--- src/rtl/regs_ula_pkg.sv ---
// Shared op-code definitions for the X/Y/Z/ULA sequencer and datapath.
// Register op codes outside 0..3 decode to HOLD.
package regs_ula_pkg;

  localparam int OP_W = 5;

  localparam logic [OP_W-1:0] CLEAR  = 5'd0;
  localparam logic [OP_W-1:0] LOAD   = 5'd1;
  localparam logic [OP_W-1:0] HOLD   = 5'd2;
  localparam logic [OP_W-1:0] SHIFTL = 5'd3;

  localparam logic [OP_W-1:0] ULA_ADD = 5'd0;
  localparam logic [OP_W-1:0] ULA_SUB = 5'd1;
  localparam logic [OP_W-1:0] ULA_AND = 5'd2;
  localparam logic [OP_W-1:0] ULA_OR  = 5'd3;

  typedef enum logic [1:0] {
    OP_CLEAR,
    OP_LOAD,
    OP_HOLD,
    OP_SHIFTL
  } reg_op_e;

  function automatic reg_op_e decode_op(input logic [OP_W-1:0] code);
    case (code)
      CLEAR:   return OP_CLEAR;
      LOAD:    return OP_LOAD;
      SHIFTL:  return OP_SHIFTL;
      default: return OP_HOLD;
    endcase
  endfunction

endpackage

--- src/rtl/regs_ula_datapath_reg_op.sv ---
// Working register with clear / load / hold / shift-left control.
// shift_out exposes the bit that a SHIFTL would push out.
module reg_op
  import regs_ula_pkg::*;
#(
  parameter int WIDTH = 8
) (
  input  logic             clock,
  input  logic             reset,
  input  logic [OP_W-1:0]  op,
  input  logic [WIDTH-1:0] load_data,
  output logic [WIDTH-1:0] q,
  output logic             shift_out
);

  reg_op_e op_dec;

  assign op_dec    = decode_op(op);
  assign shift_out = q[WIDTH-1];

  always_ff @(posedge clock or posedge reset) begin
    if (reset) begin
      q <= '0;
    end else begin
      case (op_dec)
        OP_CLEAR:  q <= '0;
        OP_LOAD:   q <= load_data;
        OP_SHIFTL: q <= {q[WIDTH-2:0], 1'b0};
        default:   q <= q;
      endcase
    end
  end

endmodule

--- src/rtl/regs_ula_datapath.sv ---
// X/Y/Z register-transfer datapath with inline ULA; one transfer step per clock.
// All registers sample pre-edge values, so there is no bypass between them.
module regs_ula_datapath
  import regs_ula_pkg::*;
#(
  parameter int WIDTH = 8
) (
  input  logic             clock,
  input  logic             reset,
  input  logic [WIDTH-1:0] entrada,
  input  logic [OP_W-1:0]  tx,
  input  logic [OP_W-1:0]  ty,
  input  logic [OP_W-1:0]  tz,
  input  logic [OP_W-1:0]  tula,
  output logic [WIDTH-1:0] x_out,
  output logic [WIDTH-1:0] y_out,
  output logic [WIDTH-1:0] z_out,
  output logic             flag_carry,
  output logic             flag_zero,
  output logic             z_valid
);

  logic [WIDTH-1:0] ula_result;
  logic             ula_carry;
  logic [WIDTH:0]   ula_sum;
  logic [WIDTH:0]   ula_diff;
  logic             y_shift_out;
  logic             x_shift_unused;
  logic             z_shift_unused;
  reg_op_e          ty_dec;
  reg_op_e          tz_dec;

  assign ty_dec = decode_op(ty);
  assign tz_dec = decode_op(tz);

  reg_op #(.WIDTH(WIDTH)) u_x (
    .clock     (clock),
    .reset     (reset),
    .op        (tx),
    .load_data (entrada),
    .q         (x_out),
    .shift_out (x_shift_unused)
  );

  reg_op #(.WIDTH(WIDTH)) u_y (
    .clock     (clock),
    .reset     (reset),
    .op        (ty),
    .load_data (ula_result),
    .q         (y_out),
    .shift_out (y_shift_out)
  );

  reg_op #(.WIDTH(WIDTH)) u_z (
    .clock     (clock),
    .reset     (reset),
    .op        (tz),
    .load_data (y_out),
    .q         (z_out),
    .shift_out (z_shift_unused)
  );

  // The extra top bit of the subtraction is the borrow (set when X > Y).
  assign ula_sum  = {1'b0, y_out} + {1'b0, x_out};
  assign ula_diff = {1'b0, y_out} - {1'b0, x_out};

  always_comb begin
    ula_result = x_out;
    ula_carry  = 1'b0;
    case (tula)
      ULA_ADD: begin
        ula_result = ula_sum[WIDTH-1:0];
        ula_carry  = ula_sum[WIDTH];
      end
      ULA_SUB: begin
        ula_result = ula_diff[WIDTH-1:0];
        ula_carry  = ula_diff[WIDTH];
      end
      ULA_AND: ula_result = y_out & x_out;
      ULA_OR:  ula_result = y_out | x_out;
      default: ula_result = x_out;
    endcase
  end

  // Carry only tracks Y arithmetic and shifts; a CLEAR of Y leaves it alone.
  always_ff @(posedge clock or posedge reset) begin
    if (reset) begin
      flag_carry <= 1'b0;
      z_valid    <= 1'b0;
    end else begin
      if (ty_dec == OP_LOAD) begin
        flag_carry <= ula_carry;
      end else if (ty_dec == OP_SHIFTL) begin
        flag_carry <= y_shift_out;
      end
      z_valid <= (tz_dec == OP_LOAD);
    end
  end

  assign flag_zero = (y_out == '0);

endmodule

--- config.mk ---
export PLATFORM = sky130hd
export DESIGN_NAME = regs_ula_datapath
export DESIGN_NICKNAME = d
export VERILOG_FILES = /design/src/rtl/regs_ula_pkg.sv /design/src/rtl/regs_ula_datapath_reg_op.sv /design/src/rtl/regs_ula_datapath.sv
export SDC_FILE = /design/constraint.sdc
export NUM_CORES = 1
export LEC_CHECK = 0
export CAP_MARGIN = 25
export CORE_ASPECT_RATIO = 1.2
export CORE_MARGIN = 1
export CORE_UTILIZATION = 43
export CTS_CLUSTER_DIAMETER = 80
export DETAILED_ROUTE_END_ITERATION = 8
export HOLD_SLACK_MARGIN = 0.03
export PLACE_DENSITY = 0.73
export SYNTH_ARGS = -nofsm -noshare
export SYNTH_HDL_FRONTEND = slang
export SYNTH_SLANG_ARGS = --single-unit
--- constraint.sdc ---
create_clock -name clock -period 3.2 [get_ports clock]
set_clock_uncertainty 0.1 [all_clocks]
set_input_delay 0.48 -clock clock [delete_from_list [all_inputs] [get_ports clock]]
set_output_delay 0.48 -clock clock [all_outputs]
set_load 0.005 [all_outputs]
==> impl_results.md <==
- Post_cts resized: 0
- Hold slack: 0.414 ns
- Power per cell area: 419 mW/mm²
- Fillers: 500
- Synth Area in XOR/XNOR: 0.0148
- Final Net Count: 403
- Final Hold Viols: 0
- Vias: 2365
- Total core area: 0.00530 mm²
- CTS tree: yes
- Worst EP arrival: 2.62 ns
- Vias in the first global route: 2314
- Max-cap violations: 0
- Overflow after GRT: 0
- Crit Path Class: flop to flop
- Status: completed
- Post-CTS setup buffer count: 0
- Die width: 69.7 µm
- Synth top cells by count: 33 x o21ai_0, 32 x inv_1, 31 x nand2_1, 26 x dfrtp_1, 24 x ha_1
- RSZ-0062 raised after global routing: false
- Slew headroom: 0.589
- Period utilization: 0.797
- Post-synth EDFFs: 0
- CTS root buffer: clkbuf_8
- Drt wl/cell: 16.5 µm
- Count leader, synth: o21ai_0
- Distinct cells, synth: 47
- Yosys reg bits: 26
- Synthesized net count: 348
- IO Pins: 57
- Hold Path Class: flop to flop
- Synthesized area per cell: 8.09 µm²
- Slew Limit Fails: 0
- Number of clock sinks: 26
- Drt first pass iters: 4
- Total CTS buffers: 3
- Die area: 0.00580 mm²
- Total number of yosys warnings: 0
- Crit-path max FO: 5
- Global-route wire length before repair: 11000 µm
- Critical Path RT: 3.27 ns
- Post-synthesis sequential area ratio: 0.275
- Final setup viols: 0
- # rows: 29
- Post-Syn Instances: 292
- DRT Wirelength: 6720 µm
- Clock latency on the worst-skew pair: 0.27 ns
- Die H: 83.2 µm
- Fin Setup TNS: 0 ns
- Hold_buf cts: 0
- Layout cells sized above 1: 0.0491
- Initial DRC Count: 183
- Peak VDD IR: 0.000258 V
- Avg Vias per Cell: 5.80
- R2R depth: 10
- Synthesized cell area: 0.00236 mm²
- Antenna Cells: 0
- Min Clock Period, post-route: 2.55 ns
- DPL Wire Length: 5320 µm
- CP Capture Type: flop
- Initial core utilization: 0.446
- PortBufs: 56
- Fmax: 392 MHz
- Largest net degree at the start of global routing: 27
- Reg clk slew, reported paths: 0.09 ns
- R2R Setup Slk: 0.65 ns
- Post-route ant nets: 0
- CTS H-tree depth: 1
- Yosys top cell by area: dfrtp_1
- Tot GR Track Use: 0.237
- Synth Area in Simple Gates: 0.198
- Crit start category: flop
- Leakage: 1.32 nW
- Synthesis-to-finish area growth: 29.3%
- Area share of fa/ha/maj cells after synthesis: 0.144
- Drt drc: 0
- Post-synth top area share: 0.275
- Compound-Gate Fraction of Synth Area: 0.227
- Measured slew at the worst slew-check pin: 0.612 ns
- Mux share of post-synthesis cell area: 0.0636
- Synth area leaders: dfrtp_1 28%, ha_1 13%, o21ai_0 7.0%, mux2i_1 6.4%, inv_1 5.1%
- Largest family of logic cells by synthesized area: compound AO/OA/AOI/OAI gates
- Worst hold stages: 2
- CTS max path bufs: 2
- Initial antenna violation count: 0
- Final GP Congestion: 0.959
- Async S/R FF share, synth: 1.00
- Ys flop type: dfrtp_1
-- path summary, 6_finish.rpt --
| kind | start | to |
|---|---|---|
| setup / recovery | u_y.q[0] | u_y.q[6] |
| hold / removal | u_z.q[3] | u_z.q[3] |
| setup reg to reg | u_y.q[0] | u_y.q[6] |
| hold reg to reg | u_z.q[3] | u_z.q[3] |
| max in group asynchronous | reset | u_y.q[6] |
| min in group asynchronous | reset | u_z.q[1] |
-- placed cells by master (no fill, tap or decap), types with 5 or more instances in the layout --
cell type,n
clkdlybuf4s50_1,56
o21ai_0,33
inv_1,32
nand2_1,31
dfrtp_1,26
ha_1,24
nor2_1,18
a21oi_1,16
mux2i_1,15
o211ai_1,9
nor3_1,7
nand3_1,7
buf_4,6
nand4_1,5
-- per-stage QoR --
step	instance area (µm²)	utilization	power (mW)	setup slack [ns]	instances
3_5_place_dp	2980	0.563	1.00	0.578	404
4_1_cts	3050	0.577	1.28	0.680	408
3_3_place_gp	2980	0.563	0.995	0.611	404
2_1_floorplan	2360	-	0.768	0.892	292
5_1_grt	3050	0.577	1.36	0.505	408
6_report	3050	0.577	1.28	0.650	408
-- per-layer routing --
layer,up-vias,track usage,share of wire
met5,-,0,0
met4,0,0.0982,0.031
met3,18,0.0437,0.055
met2,85,0.417,0.51
met1,1117,0.282,0.40
li1,1145,-,-
-- cells by family after synthesis --
| family | Yosys count |
|---|---|
| AND/OR/NAND/NOR | 91 |
| AO/OA/AOI/OAI | 86 |
| multiplexers | 15 |
| XOR/XNOR | 4 |
| flip-flops | 26 |
| adder cells (fa/ha/maj) | 26 |
| buffers and inverters | 44 |
-- registers in the layout, summed over array words and instances (netlist names) --
register	cells
u_x.q	8
flag_carry	1
u_z.q	8
z_valid	1
u_y.q	8
-- area by class of cell --
type | count | area, µm² | share of cell area
Multi-Input combinational cell | 222 | 1530 | 0.501
Tap cell | 62 | 77.6 | 0.0254
Clock buffer | 3 | 41.3 | 0.0135
Sequential cell | 26 | 651 | 0.213
Inverter | 32 | 120 | 0.0393
Clock inverter | 1 | 30.0 | 0.00983
Timing Repair Buffer | 62 | 606 | 0.198
-- critical path, cell delays in order (launching register included) --
cell and delay, ns:
dfrtp_1 0.43, inv_1 0.13, ha_1 0.19, inv_1 0.06
fa_1 0.37, nor2b_1 0.15, o21ai_0 0.28, nand3b_1 0.11
a32oi_1 0.23, xnor2_1 0.09, a221o_1 0.31
-- power by group --
group / internal (mW) / switching [mW] / total (mW)
logic: 0.273 / 0.284 / 0.556
clock network: 0.168 / 0.111 / 0.278
registers: 0.372 / 0.0735 / 0.446
Power figures use the tool's default switching activity.
